<file path="src/rtl/bcd_pkg.sv">
// Shared definitions for the sequential binary-to-BCD converter.
// Holds the digit count, blank code, saturation limit, FSM state type and
// the leading-zero blanking helper used when LEADING_ZERO_BLANK_EN is defined.
package bcd_pkg;

    typedef logic [3:0] bcd_digit_t;

    typedef enum logic [1:0] {
        S_IDLE,
        S_SHIFT,
        S_DONE
    } state_t;

    localparam int unsigned NDIG       = 4;
    localparam int unsigned MAX_VAL    = 10**NDIG - 1;
    localparam bcd_digit_t  BLANK_CODE = 4'hA;

    // Replace zero digits from the MSD downward with BLANK_CODE, stopping at
    // the first non-zero digit. The least significant digit is always kept.
    function automatic logic [4*NDIG-1:0] blank_leading(input logic [4*NDIG-1:0] v);
        logic [4*NDIG-1:0] r;
        logic              lead;
        r    = v;
        lead = 1'b1;
        for (int unsigned i = NDIG - 1; i >= 1; i--) begin
            if (lead && (v[i*4 +: 4] == 4'h0)) begin
                r[i*4 +: 4] = BLANK_CODE;
            end else begin
                lead = 1'b0;
            end
        end
        return r;
    endfunction

endpackage

</file>
<file path="src/rtl/bcd_add3.sv">
// Per-nibble shift-add-3 correction: a digit of 5 or more gets +3 so that
// the following left shift carries correctly into the next decimal digit.
module bcd_add3
    import bcd_pkg::*;
(
    input  bcd_digit_t din,
    output bcd_digit_t dout
);

    // Conditional +3 correction; inputs never exceed 9 in normal operation.
    always_comb begin
        dout = din;
        if (din >= 4'd5) begin
            dout = din + 4'd3;
        end
    end

endmodule

</file>
<file path="src/rtl/bin2bcd_seq.sv">
// Sequential binary-to-BCD converter, one shift-add-3 step per clock.
// A conversion of a W-bit value takes W shift cycles plus one result cycle;
// values above MAX_VAL saturate to all nines and raise ovf.
// Optional feature: define LEADING_ZERO_BLANK_EN to replace leading zero
// digits (d3..d1) with BLANK_CODE in the presented result.
module bin2bcd_seq
    import bcd_pkg::*;
#(
    parameter int unsigned W = 14
) (
    input  logic              clk,
    input  logic              rst_n,
    input  logic              start,
    input  logic [W-1:0]      bin,
    output logic              busy,
    output logic              done,
    output logic              ovf,
    output logic [4*NDIG-1:0] bcd
);

    localparam int unsigned CW = (W > 1) ? $clog2(W) : 1;
    localparam int unsigned SW = 4 * NDIG;

    state_t          state;
    logic [W-1:0]    shreg;
    logic [SW-1:0]   scratch;
    logic [SW-1:0]   scratch_adj;
    logic [SW-1:0]   result;
    logic [SW+W-1:0] shifted;
    logic [CW-1:0]   bitcnt;
    logic            ovf_pend;

    // One correction cell per BCD digit of the scratch register.
    for (genvar g = 0; g < NDIG; g++) begin : g_add3
        bcd_add3 u_add3 (
            .din  (scratch[g*4 +: 4]),
            .dout (scratch_adj[g*4 +: 4])
        );
    end

    // Corrected scratch and remaining binary bits shifted left as one word.
    always_comb begin
        shifted = {scratch_adj, shreg} << 1;
    end

    // Final digit pattern: saturate first, then optionally blank leading zeros.
    always_comb begin
        result = ovf_pend ? {NDIG{4'h9}} : scratch;
`ifdef LEADING_ZERO_BLANK_EN
        result = blank_leading(result);
`endif
    end

    // Conversion FSM with registered busy/done/bcd/ovf outputs.
    always_ff @(posedge clk or negedge rst_n) begin
        if (!rst_n) begin
            state    <= S_IDLE;
            shreg    <= '0;
            scratch  <= '0;
            bitcnt   <= '0;
            ovf_pend <= 1'b0;
            busy     <= 1'b0;
            done     <= 1'b0;
            ovf      <= 1'b0;
            bcd      <= '0;
        end else begin
            done <= 1'b0;
            case (state)
                S_IDLE: begin
                    // busy stays high through the done cycle, which runs in IDLE.
                    busy <= start;
                    if (start) begin
                        shreg    <= bin;
                        scratch  <= '0;
                        bitcnt   <= CW'(W - 1);
                        ovf_pend <= (32'(bin) > MAX_VAL);
                        state    <= S_SHIFT;
                    end
                end
                S_SHIFT: begin
                    scratch <= shifted[SW+W-1 -: SW];
                    shreg   <= shifted[W-1:0];
                    bitcnt  <= bitcnt - CW'(1);
                    if (bitcnt == '0) begin
                        state <= S_DONE;
                    end
                end
                S_DONE: begin
                    done  <= 1'b1;
                    bcd   <= result;
                    ovf   <= ovf_pend;
                    state <= S_IDLE;
                end
                default: begin
                    state <= S_IDLE;
                end
            endcase
        end
    end

endmodule

</file>
<file path="config.mk">
export PLATFORM = sky130hd
export DESIGN_NAME = bin2bcd_seq
export DESIGN_NICKNAME = d
export VERILOG_FILES = /design/src/rtl/bcd_pkg.sv /design/src/rtl/bcd_add3.sv /design/src/rtl/bin2bcd_seq.sv
export SDC_FILE = /design/constraint.sdc
export NUM_CORES = 1
export LEC_CHECK = 0
export ABC_AREA = 1
export ABC_CLOCK_PERIOD_IN_PS = 1500
export CORE_MARGIN = 2
export CORE_UTILIZATION = 40
export DETAILED_ROUTE_END_ITERATION = 7
export PLACE_DENSITY = 0.73
export SYNTH_ARGS = -nofsm -noshare
export SYNTH_HDL_FRONTEND = slang
export SYNTH_SLANG_ARGS = --single-unit
</file>
<file path="constraint.sdc">
create_clock -name clk -period 1.5 [get_ports clk]
set_clock_uncertainty 0.1 [all_clocks]
set_input_delay 0.3 -clock clk [delete_from_list [all_inputs] [get_ports clk]]
set_output_delay 0.3 -clock clk [all_outputs]
set_load 0.02 [all_outputs]
</file>
==> results of run 1 <==
how the worst max path moves through the flow:
stage	startpoint	end	slack [ns]
2_1_floorplan	scratch[8]$_DFFE_PN0P_	scratch[10]$_DFFE_PN0P_	0.25
3_3_place_gp	start	scratch[12]$_DFFE_PN0P_	-0.03
3_5_place_dp	start	shreg[8]$_DFFE_PN0P_	-0.05
4_1_cts	bcd[12]$_DFFE_PN0P_	bcd[12]	0.05
5_1_grt	scratch[4]$_DFFE_PN0P_	scratch[6]$_DFFE_PN0P_	-0.0001
6_report	bcd[14]$_DFFE_PN0P_	bcd[14]	0.07
cells in the final DEF, fill, tap and decap left out, types with 15 or more instances in the layout:
cell                              netlist  layout
sky130_fd_sc_hd__nand2_1               95      95
sky130_fd_sc_hd__o21ai_1               29      29
sky130_fd_sc_hd__inv_1                 41      39
sky130_fd_sc_hd__nand3_1               23      23
sky130_fd_sc_hd__buf_4                  1      15
sky130_fd_sc_hd__nor2_1                16      16
sky130_fd_sc_hd__dfrtp_1               56      55
sky130_fd_sc_hd__dlygate4sd2_1          0      19
sky130_fd_sc_hd__clkdlybuf4s50_1        0      15
sky130_fd_sc_hd__o21ai_0               17      17
state kept, by name, summed over array words and instances, names as in the netlist:
name,cells
shreg,14
bitcnt,4
done,1
ovf,1
state,2
ovf_pend,1
bcd,16
scratch,16
busy,1
Yosys cell counts, drive strengths merged:
master,instances,area (um^2)
nor2,17,80.08
o22ai,1,6.260
nand4,8,50.05
nor4,1,6.260
nand3,23,115.1
dfrtp,56,1401
o21ai,47,239.0
nor3,2,10.01
a21oi,9,45.04
buf,8,61.31
nand3b,2,15.01
o21bai,3,22.52
ha,9,112.6
mux2i,1,10.01
inv,46,172.7
nand2,97,379.1
stage by stage:
| stage | utilization | setup TNS [ns] | total power [mW] | instances | hold WS [ns] |
|---|---|---|---|---|---|
| floorplan | - | 0 | 5.034 | 330 | -0.09559 |
| global placement | 0.4850 | -0.3876 | 6.070 | 451 | 0.2168 |
| detailed placement | 0.4850 | -0.7049 | 6.213 | 451 | 0.2202 |
| CTS | 0.4946 | 0 | 6.860 | 459 | 0.3874 |
| global route | 0.4981 | -0.0001295 | 7.480 | 462 | 0.4218 |
| finish | 0.4981 | 0 | 6.846 | 462 | 0.3868 |
area by class of cell:
cell class | count | area (um^2) | share of cell area
clock inverter | 1 | 5.005 | 0.001504
timing repair buffer | 53 | 484.2 | 0.1455
inverter | 46 | 172.7 | 0.05188
clock buffer | 6 | 72.57 | 0.02180
multi-input combinational | 220 | 1091 | 0.3278
sequential | 56 | 1403 | 0.4214
tap | 80 | 100.1 | 0.03008
metal layers:
layer,up-vias,share of wire
li1,1166,-
met1,1087,0.46
met2,58,0.47
met3,10,0.054
met4,0,0.013
met5,-,0
power groups by stage:
stage               Sequential [mW]  Clock [mW]  Combinational (mW)
finish                         2.65       0.787                3.41
global route                   2.75       0.877                3.86
CTS                            2.65       0.822                3.39
detailed placement             2.69           0                3.53
global placement               2.66           0                3.41
floorplan                      2.87           0                2.17
timing repair:
item                                    CTS  global route
pin swaps                                 0             0
resized for setup                        19             3
endpoints found under the setup margin   19             6
hold endpoints to repair                 56             0
hold buffers                              1             0
buffers inserted                          0             3
kinds of logic (layout without fill, tap and decap cells):
family | Yosys count | after routing
adders and majority gates | 9 | 9
DFF | 56 | 56
buffers and inverters | 54 | 106
AOI/OAI and AO/OA | 60 | 60
and+or+nand+nor | 150 | 150
muxes | 1 | 1
==> out/qor.yml, run 1 <==
run_status:
  status: "finished clean"
pwr:
  p_sw_mw: 2.967
  power.clock.fraction: 0.115
  p_int_mw: 3.879
  switching_share: 0.4334
  seq_power_share: 0.387
  power_per_cell_area_nw_per_um2: 2057
  power.ir.vdd_worst_mv: 1.076
  total_leakage_power_nw: 1.728
  power_frac_comb: 0.499
clock_tree:
  tritoncts: "done"
  clkTransAtPathRegs_ns: 0.10
  cts_inserted_buffers: 5
  clkSinkCount: 56
  clk_path_buf_depth: 2
  number_of_h_tree_branching_levels: 2
  cts_root_buf: "sky130_fd_sc_hd__clkbuf_8"
  clkLatencyLatePin_ns: 0.31
worst_setup_path:
  critical_path_cell_count: 1
  regToRegSetupSlack_ns: 0.09
  worst_r2r_endpoint: "scratch[9]$_DFFE_PN0P_"
  setup.worst_path.class: "flip-flop to output pin"
  critical_path.cell_chain: "dlygate4sd2_1"
  crit_slowest_cell: "sky130_fd_sc_hd__dfrtp_1"
  critPathLaunchType: "flip-flop"
  crit_arrival_ns: 1.03
  path_max_fanout: 2
  critPathBufInv: 1
  worst-r2r-cell-count: 8
  worst_r2r_startpoint: "scratch[8]$_DFFE_PN0P_"
  cpLargestDelayFamily: "flip-flops"
  max_stage_delay_ns: 0.39
  critical_path.endpoint_type: "output pin"
  endpoint_required_time_on_the_critical_path_ns: 1.10
grt:
  overflow: 0
  globalRouteMet1Util: 0.1854
  grt_usage: 0.1566
  antenna_found_initial: 0
  largest_net_degree_at_the_start_of_global_routing: 57
  grt_util_met3: 0.03714
  gr_met2_demand_resource: 0.2678
  grt_pass1_wl_mm: 9.315
  grt_busiest_layer: "met2"
  vias_in_the_first_global_route: 2227
floorplanning:
  die_h_um: 86.56
  io_pins: 36
  design.die.area_um2: 7493
  core_area_um2: 6681
  rows: 30
  die_w_um: 86.56
  initial_utilization: 0.4081
cells_and_area:
  area_growth_pct: 22.07
  num-fill-cells: 649
  insertedDiodeCount: 0
  layout.nets: 408
  fin_area_um2: 3328
  layout-drive-gt1-share: 0.09424
worst_hold_path:
  holdCritStartpoint: "bcd[10]$_DFFE_PN0P_"
  holdCritPathClass: "flip-flop to flip-flop"
  whs_endpoint: "bcd[10]$_DFFE_PN0P_"
  whs_path_depth: 2
synth:
  synth_fa_ha_area_frac: 0.04130
  ys_warn_count: 0
  postSynthAreaPerCell_um2: 8.262
  synth_nets: 356
  muxShareOfSynthArea: 0.003671
  fraction_of_synthesized_cell_area_in_xor_and_xnor_cells: 0
  postSynthCellCount: 330
  yosysSeqAreaShare: 0.5140
  synth.distinct_cells: 23
  synth_compound_gate_area_share: 0.1147
  main_combinational_cell_family_by_area_after_synthesis: "simple AND/OR/NAND/NOR gates"
  synth_seq_cells: 56
  area_fraction_in_and_or_nand_and_nor_cells_after_synthesis: 0.2405
  post_synth_instance_area_um2: 2726
placed_design:
  gp_congestion: 0.8912
  dp_hpwl_mm: 3.980
  io_buffer_count: 35
  dpl_cell_area_um2: 3241
  dpl_worst_slack_ns: -0.05008
timing:
  max_slew_margin: 0.8041
  setup-violations-final: 0
  final_min_period_over_clock_period: 0.9511
  period_needed_ns: 1.427
  final-max-slew-violation-count: 0
  report.final.hold_viol_count: 0
  maxClockFrequency_ghz: 0.7009
  final_critical_path_setup_slack_ns: 0.07329
  worst_pin_slew_ns: 0.2939
drt:
  drt-initial-drc-count: 98
  number_of_nets_with_antenna_violations_after_routing: 0
  drt-pass1-iter-count: 4
  detail_route.vias_per_cell: 5.024
  drt_drc_violations_left: 0
  wl_per_cell_um: 12.10
  totalWireLength_mm: 5.588
  vias: 2321
flow_run:
  maxCapViolCount: 0
Note: power is estimated with default switching activity, not from simulation.
==> inputs of run 2 (changes only) <==
--- a/config.mk
+++ b/config.mk
@@ -13,4 +13,5 @@
 export PLACE_DENSITY = 0.73
 export SYNTH_ARGS = -nofsm -noshare
 export SYNTH_HDL_FRONTEND = slang
+export SYNTH_HIERARCHICAL = 1
 export SYNTH_SLANG_ARGS = --single-unit
==> run 2 against run 1 <==
  * Power fell by 5.3%
  * Final area grew 2.1%
  * First-iteration DRC count is 4.1% lower
  * Largest cell class unchanged
==> out/qor.yml, run 2 <==
timing:
  final-max-slew-violation-count: 0
  worst_pin_slew_ns: 0.4124
  period_needed_ns: 1.450
  final_min_period_over_clock_period: 0.9665
  tns_ns: 0
  max_slew_margin: 0.7251
  report.final.hold_viol_count: 0
  setup-violations-final: 0
  setup_repair_after_global_routing_missed_its_margin: "true"
  maxClockFrequency_ghz: 0.6898
grt:
  vias_in_the_first_global_route: 2161
  grt_usage: 0.1584
  antenna_found_initial: 0
  overflow: 0
  grt_pass1_wl_mm: 9.542
  largest_net_degree_at_the_start_of_global_routing: 25
drt:
  drt-pass1-iter-count: 4
  number_of_nets_with_antenna_violations_after_routing: 0
  drt_drc_violations_left: 0
  wl_per_cell_um: 11.73
  vias: 2242
  drt-initial-drc-count: 94
  detail_route.vias_per_cell: 4.780
  totalWireLength_mm: 5.502
clock_tree:
  number_of_h_tree_branching_levels: 2
  cts_root_buf: "sky130_fd_sc_hd__clkbuf_8"
  clk_path_buf_depth: 2
  clkLatencyLatePin_ns: 0.31
  clkTransAtPathRegs_ns: 0.10
  cts_inserted_buffers: 5
  tritoncts: "done"
  clkSinkCount: 56
worst_setup_path:
  cpLargestDelayFamily: "flip-flops"
  endpoint_required_time_on_the_critical_path_ns: 1.10
  critPathBufInv: 1
  crit_arrival_ns: 1.05
  critical_path.endpoint_type: "output pin"
  startpoint: "bcd[3]$_DFFE_PN0P_"
  worst_r2r_startpoint: "scratch[8]$_DFFE_PN0P_"
  critPathLaunchType: "flip-flop"
  setup.worst_path.class: "flip-flop to output pin"
  crit_slowest_cell: "sky130_fd_sc_hd__dfrtp_1"
  regToRegSetupSlack_ns: 0.09
  max_stage_delay_ns: 0.41
  path_max_fanout: 2
  critical_path.cell_chain: "dlygate4sd2_1"
cells_and_area:
  ff_latch_area_um2: 1403
  commonest_cells_after_routing_fill_and_taps_aside: "sky130_fd_sc_hd__nand2_1 (103), sky130_fd_sc_hd__dfrtp_1 (55), sky130_fd_sc_hd__inv_1 (36), sky130_fd_sc_hd__nor2_1 (33), sky130_fd_sc_hd__o21ai_0 (31)"
  layout.core_utilization: 0.5031
  multi_input_comb_area_um2: 1157
  fin_area_um2: 3400
  area_growth_pct: 22.83
  insertedDiodeCount: 0
  num-fill-cells: 660
  layout-drive-gt1-share: 0.1465
  layout.nets: 415
  largestRegisters: "bcd: 16 flops, scratch: 16 flops, shreg: 14 flops"
  final_common_cell: "sky130_fd_sc_hd__nand2_1"
pwr:
  p_int_mw: 3.724
  power.ir.vdd_worst_mv: 0.6441
  post-layout-total-power_mw: 6.486
  switching_share: 0.4259
  p_sw_mw: 2.762
  power_frac_comb: 0.485
  power.clock.fraction: 0.122
  power_per_cell_area_nw_per_um2: 1908
  total_leakage_power_nw: 1.698
  seq_power_share: 0.393
floorplanning:
  io_pins: 36
  design.die.area_um2: 7600
  core_area_um2: 6756
  rows: 30
  initial_utilization: 0.4096
  die_h_um: 87.18
  die_w_um: 87.18
placed_design:
  dp_hpwl_mm: 4.056
  io_buffer_count: 35
  gp_congestion: 0.8164
  dpl_cell_area_um2: 3292
synth:
  post_synth_instance_area_um2: 2768
  synth_nets: 364
  postSynthAreaPerCell_um2: 8.188
  postSynthCellCount: 338
  ys_warn_count: 6
flow_run:
  maxCapViolCount: 0
worst_hold_path:
  holdCritPathClass: "primary input to async pin"
run_status:
  status: "finished clean"
-- run 2: power by group through the flow --
| stage | Sequential [mW] | Clock (mW) | Combinational [mW] |
|---|---|---|---|
| after global placement | 2.56 | 0 | 3.10 |
| after detailed placement | 2.58 | 0 | 3.20 |
| after global routing | 2.64 | 0.870 | 3.60 |
| after CTS | 2.55 | 0.828 | 3.09 |
| after floorplan | 2.69 | 0 | 2.11 |
| final | 2.55 | 0.791 | 3.14 |
-- run 2: path summary, 6_finish.rpt --
kind	endpoint	depth (start not counted)
setup / recovery	bcd[3]	1
hold / removal	shreg[5]$_DFFE_PN0P_	2
setup reg to reg	scratch[9]$_DFFE_PN0P_	7
hold reg to reg	bcd[5]$_DFFE_PN0P_	2
max in group asynchronous	done$_DFF_PN0_	3
min in group clk	bcd[5]$_DFFE_PN0P_	2
-- run 2: timing repair --
action | in CTS | in global routing
gates cloned | 0 | 0
pin swaps | 0 | 4
resized for setup | 19 | 11
setup buffers | 0 | 3
hold buffers | 1 | 0
endpoints found under the hold margin | 13 | 0
setup endpoints to repair | 19 | 14
-- run 2: metal layers --
layer / share of wire / global-route usage / vias up
met1: 0.47 / 0.2017 / 1037
met5: 0 / 0 / -
met4: 0.012 / 0.04196 / 0
met3: 0.042 / 0.03412 / 6
met2: 0.48 / 0.2734 / 48
li1: - / - / 1151
-- run 2: final cells by class --
| type | instances | share of cell area |
|---|---|---|
| Sequential cell | 56 | 0.4126 |
| Timing Repair Buffer | 51 | 0.1428 |
| Tap cell | 80 | 0.02944 |
| Clock buffer | 6 | 0.02135 |
| Multi-Input combinational cell | 229 | 0.3404 |
| Inverter | 46 | 0.05190 |
| Clock inverter | 1 | 0.001472 |
-- run 2: per-stage QoR --
| stage | instances | setup WS, ns | hold WS [ns] |
|---|---|---|---|
| CTS | 466 | 0.03037 | 0.3464 |
| floorplan | 338 | 0.1850 | -0.09559 |
| global route | 469 | -0.05526 | 0.3532 |
| global placement | 458 | 0.02062 | 0.1500 |
| detailed placement | 458 | -0.0005186 | 0.1575 |
| finish | 469 | 0.05028 | 0.3370 |
==> inputs of run 3 (changes only) <==
--- a/config.mk
+++ b/config.mk
@@ -6,11 +6,12 @@
 export NUM_CORES = 1
 export LEC_CHECK = 0
 export ABC_AREA = 1
-export ABC_CLOCK_PERIOD_IN_PS = 1500
+export ABC_CLOCK_PERIOD_IN_PS = 1600
+export CAP_MARGIN = 5
 export CORE_MARGIN = 2
-export CORE_UTILIZATION = 40
+export CORE_UTILIZATION = 36
 export DETAILED_ROUTE_END_ITERATION = 7
-export PLACE_DENSITY = 0.73
+export PLACE_DENSITY = 0.68
 export SYNTH_ARGS = -nofsm -noshare
 export SYNTH_HDL_FRONTEND = slang
 export SYNTH_HIERARCHICAL = 1
==> constraint.sdc (replaced) <==
create_clock -name clk -period 1.6 [get_ports clk]
set_clock_uncertainty 0.1 [all_clocks]
set_input_delay 0.32 -clock clk [delete_from_list [all_inputs] [get_ports clk]]
set_output_delay 0.32 -clock clk [all_outputs]
set_load 0.02 [all_outputs]
==> run 3 against run 2 <==
  * Wire length is 0.98% higher
  * First-iteration DRC count is 15% lower
  * Critical endpoint is now bcd[0]
  * Critical path type unchanged
  * Critical path depth stayed put
  * Sequential power is 6% lower
  * Power is 6.0% lower
  * Die area is 11% higher
  * Via count is 0.58% lower
==> out/qor.yml, run 3 (synthesized netlist as in run 2, its figures left out) <==
timing:
  period_needed_ns: 1.461
  setup_repair_after_global_routing_missed_its_margin: "false"
  worst_pin_slew_ns: 0.3439
  final-max-slew-violation-count: 0
  maxClockFrequency_ghz: 0.6847
  tns_ns: 0
  setup-violations-final: 0
  final_min_period_over_clock_period: 0.9129
  report.final.hold_viol_count: 0
  max_slew_margin: 0.7707
floorplanning:
  die_h_um: 91.68
  die_w_um: 91.68
  rows: 31
  io_pins: 36
  initial_utilization: 0.3775
  core_area_um2: 7331
  design.die.area_um2: 8405
drt:
  drt_drc_violations_left: 0
  vias: 2229
  m1WireLength_mm: 2.688
  dr_wl_met2_mm: 2.608
  drt-pass1-iter-count: 5
  detail_route.vias_per_cell: 4.615
  wl_met3_um: 237
  drt-initial-drc-count: 80
  routed.top_layer: "met4"
  number_of_nets_with_antenna_violations_after_routing: 0
  wl_per_cell_um: 11.50
  totalWireLength_mm: 5.556
grt:
  grt_pass1_wl_mm: 9.459
  largest_net_degree_at_the_start_of_global_routing: 45
  grt_usage: 0.1369
  overflow: 0
  antenna_found_initial: 0
  vias_in_the_first_global_route: 2104
worst_setup_path:
  endpoint_required_time_on_the_critical_path_ns: 1.18
  critPathBufInv: 1
  regToRegSetupSlack_ns: 0.15
  startpoint: "bcd[0]$_DFFE_PN0P_"
  worst_r2r_startpoint: "scratch[8]$_DFFE_PN0P_"
  crit_slowest_cell: "sky130_fd_sc_hd__dfrtp_1"
  cpLargestDelayFamily: "flip-flops"
  critical_path.endpoint_type: "output pin"
  critical_path.endpoint: "bcd[0]"
  crit_arrival_ns: 1.04
  setup.worst_path.class: "flip-flop to output pin"
  worst-r2r-cell-count: 8
  critical_path_cell_count: 1
  critPathLaunchType: "flip-flop"
  max_stage_delay_ns: 0.40
  worst_r2r_endpoint: "scratch[10]$_DFFE_PN0P_"
  critical_path.cell_chain: "dlygate4sd2_1"
  path_max_fanout: 2
cells_and_area:
  final_common_cell: "sky130_fd_sc_hd__nand2_1"
  insertedDiodeCount: 0
  layout.nets: 409
  commonest_cells_after_routing_fill_and_taps_aside: "sky130_fd_sc_hd__nand2_1 (103), sky130_fd_sc_hd__dfrtp_1 (56), sky130_fd_sc_hd__inv_1 (40), sky130_fd_sc_hd__nor2_1 (34), sky130_fd_sc_hd__o21ai_0 (32)"
  area_growth_pct: 22.47
  layout-drive-gt1-share: 0.1172
  largestRegisters: "bcd: 16 flops, scratch: 16 flops, shreg: 14 flops"
pwr:
  post-layout-total-power_mw: 6.097
  power_per_cell_area_nw_per_um2: 1799
  power.ir.vdd_worst_mv: 0.5484
  total_leakage_power_nw: 1.680
clock_tree:
  clkTransAtPathRegs_ns: 0.10
  clkLatencyLatePin_ns: 0.31
  cts_inserted_buffers: 5
  number_of_h_tree_branching_levels: 2
  cts_root_buf: "sky130_fd_sc_hd__clkbuf_8"
  clk_path_buf_depth: 2
  tritoncts: "done"
  post_cts_repair_setup_buffers: 0
  clkSinkCount: 56
worst_hold_path:
  holdCritPathClass: "primary input to async pin"
flow_run:
  maxCapViolCount: 0
placed_design:
  dp_hpwl_mm: 4.022
  io_buffer_count: 35
  gp_congestion: 0.7875
run_status:
  status: "finished clean"
run 3: how the worst min path moves through the flow:
stage / to / slack, ns / cells past startpoint
floorplan: bcd[0]$_DFFE_PN0P_ / -0.08 / 0
global placement: shreg[5]$_DFFE_PN0P_ / 0.15 / 1
detailed placement: shreg[5]$_DFFE_PN0P_ / 0.15 / 1
CTS: shreg[5]$_DFFE_PN0P_ / 0.33 / 2
global route: shreg[5]$_DFFE_PN0P_ / 0.36 / 2
finish: shreg[5]$_DFFE_PN0P_ / 0.33 / 2
run 3: report_power, final:
| part | internal [mW] | leakage, nW | switching [mW] | total [mW] |
|---|---|---|---|---|
| logic | 1.16 | 0.937 | 1.75 | 2.91 |
| registers | 1.98 | 0.700 | 0.404 | 2.39 |
| clock network | 0.351 | 0.0434 | 0.453 | 0.804 |
run 3: cell type report:
cell class	count	area (um^2)
fill	720	3941
sequential	56	1401
multi-input combinational	229	1145
timing repair buffer	45	449.2
inverter	46	172.7
tap	99	123.9
clock buffer	6	82.58
clock inverter	2	15.01
run 3: metrics by stage:
stage | hold WS [ns] | util | instance area, um^2 | worst slack, ns | instances
after floorplan | -0.07559 | - | 2768 | 0.2850 | 338
after global placement | 0.1460 | 0.4509 | 3306 | 0.1036 | 474
after detailed placement | 0.1461 | 0.4509 | 3306 | 0.04005 | 474
after CTS | 0.3336 | 0.4624 | 3390 | 0.1180 | 483
after global routing | 0.3645 | 0.4624 | 3390 | 0.005716 | 483
final | 0.3324 | 0.4624 | 3390 | 0.1394 | 483
run 3: what timing repair did:
action,CTS,global route
hold buffers,1,0
hold endpoints to repair,12,0
setup endpoints to repair,19,0
resized for setup,19,0
run 3: routing by layer:
| metal | global-route usage | vias up |
|---|---|---|
| met5 | 0 | - |
| met1 | 0.1863 | 1047 |
| met3 | 0.02958 | 3 |
| met4 | 0.03409 | 0 |
| met2 | 0.2230 | 45 |
| li1 | - | 1134 |
run 3: worst reg2reg max path, cell delays in order, from the launching register on:
cell and delay [ns]:
sky130_fd_sc_hd__dfrtp_1 0.43, sky130_fd_sc_hd__inv_1 0.09, sky130_fd_sc_hd__ha_1 0.24, sky130_fd_sc_hd__nor2_4 0.15, sky130_fd_sc_hd__nor2_4 0.07, sky130_fd_sc_hd__nand2_1 0.07, sky130_fd_sc_hd__o21ai_2 0.06, sky130_fd_sc_hd__nand2_1 0.05
sky130_fd_sc_hd__o21ai_0 0.07
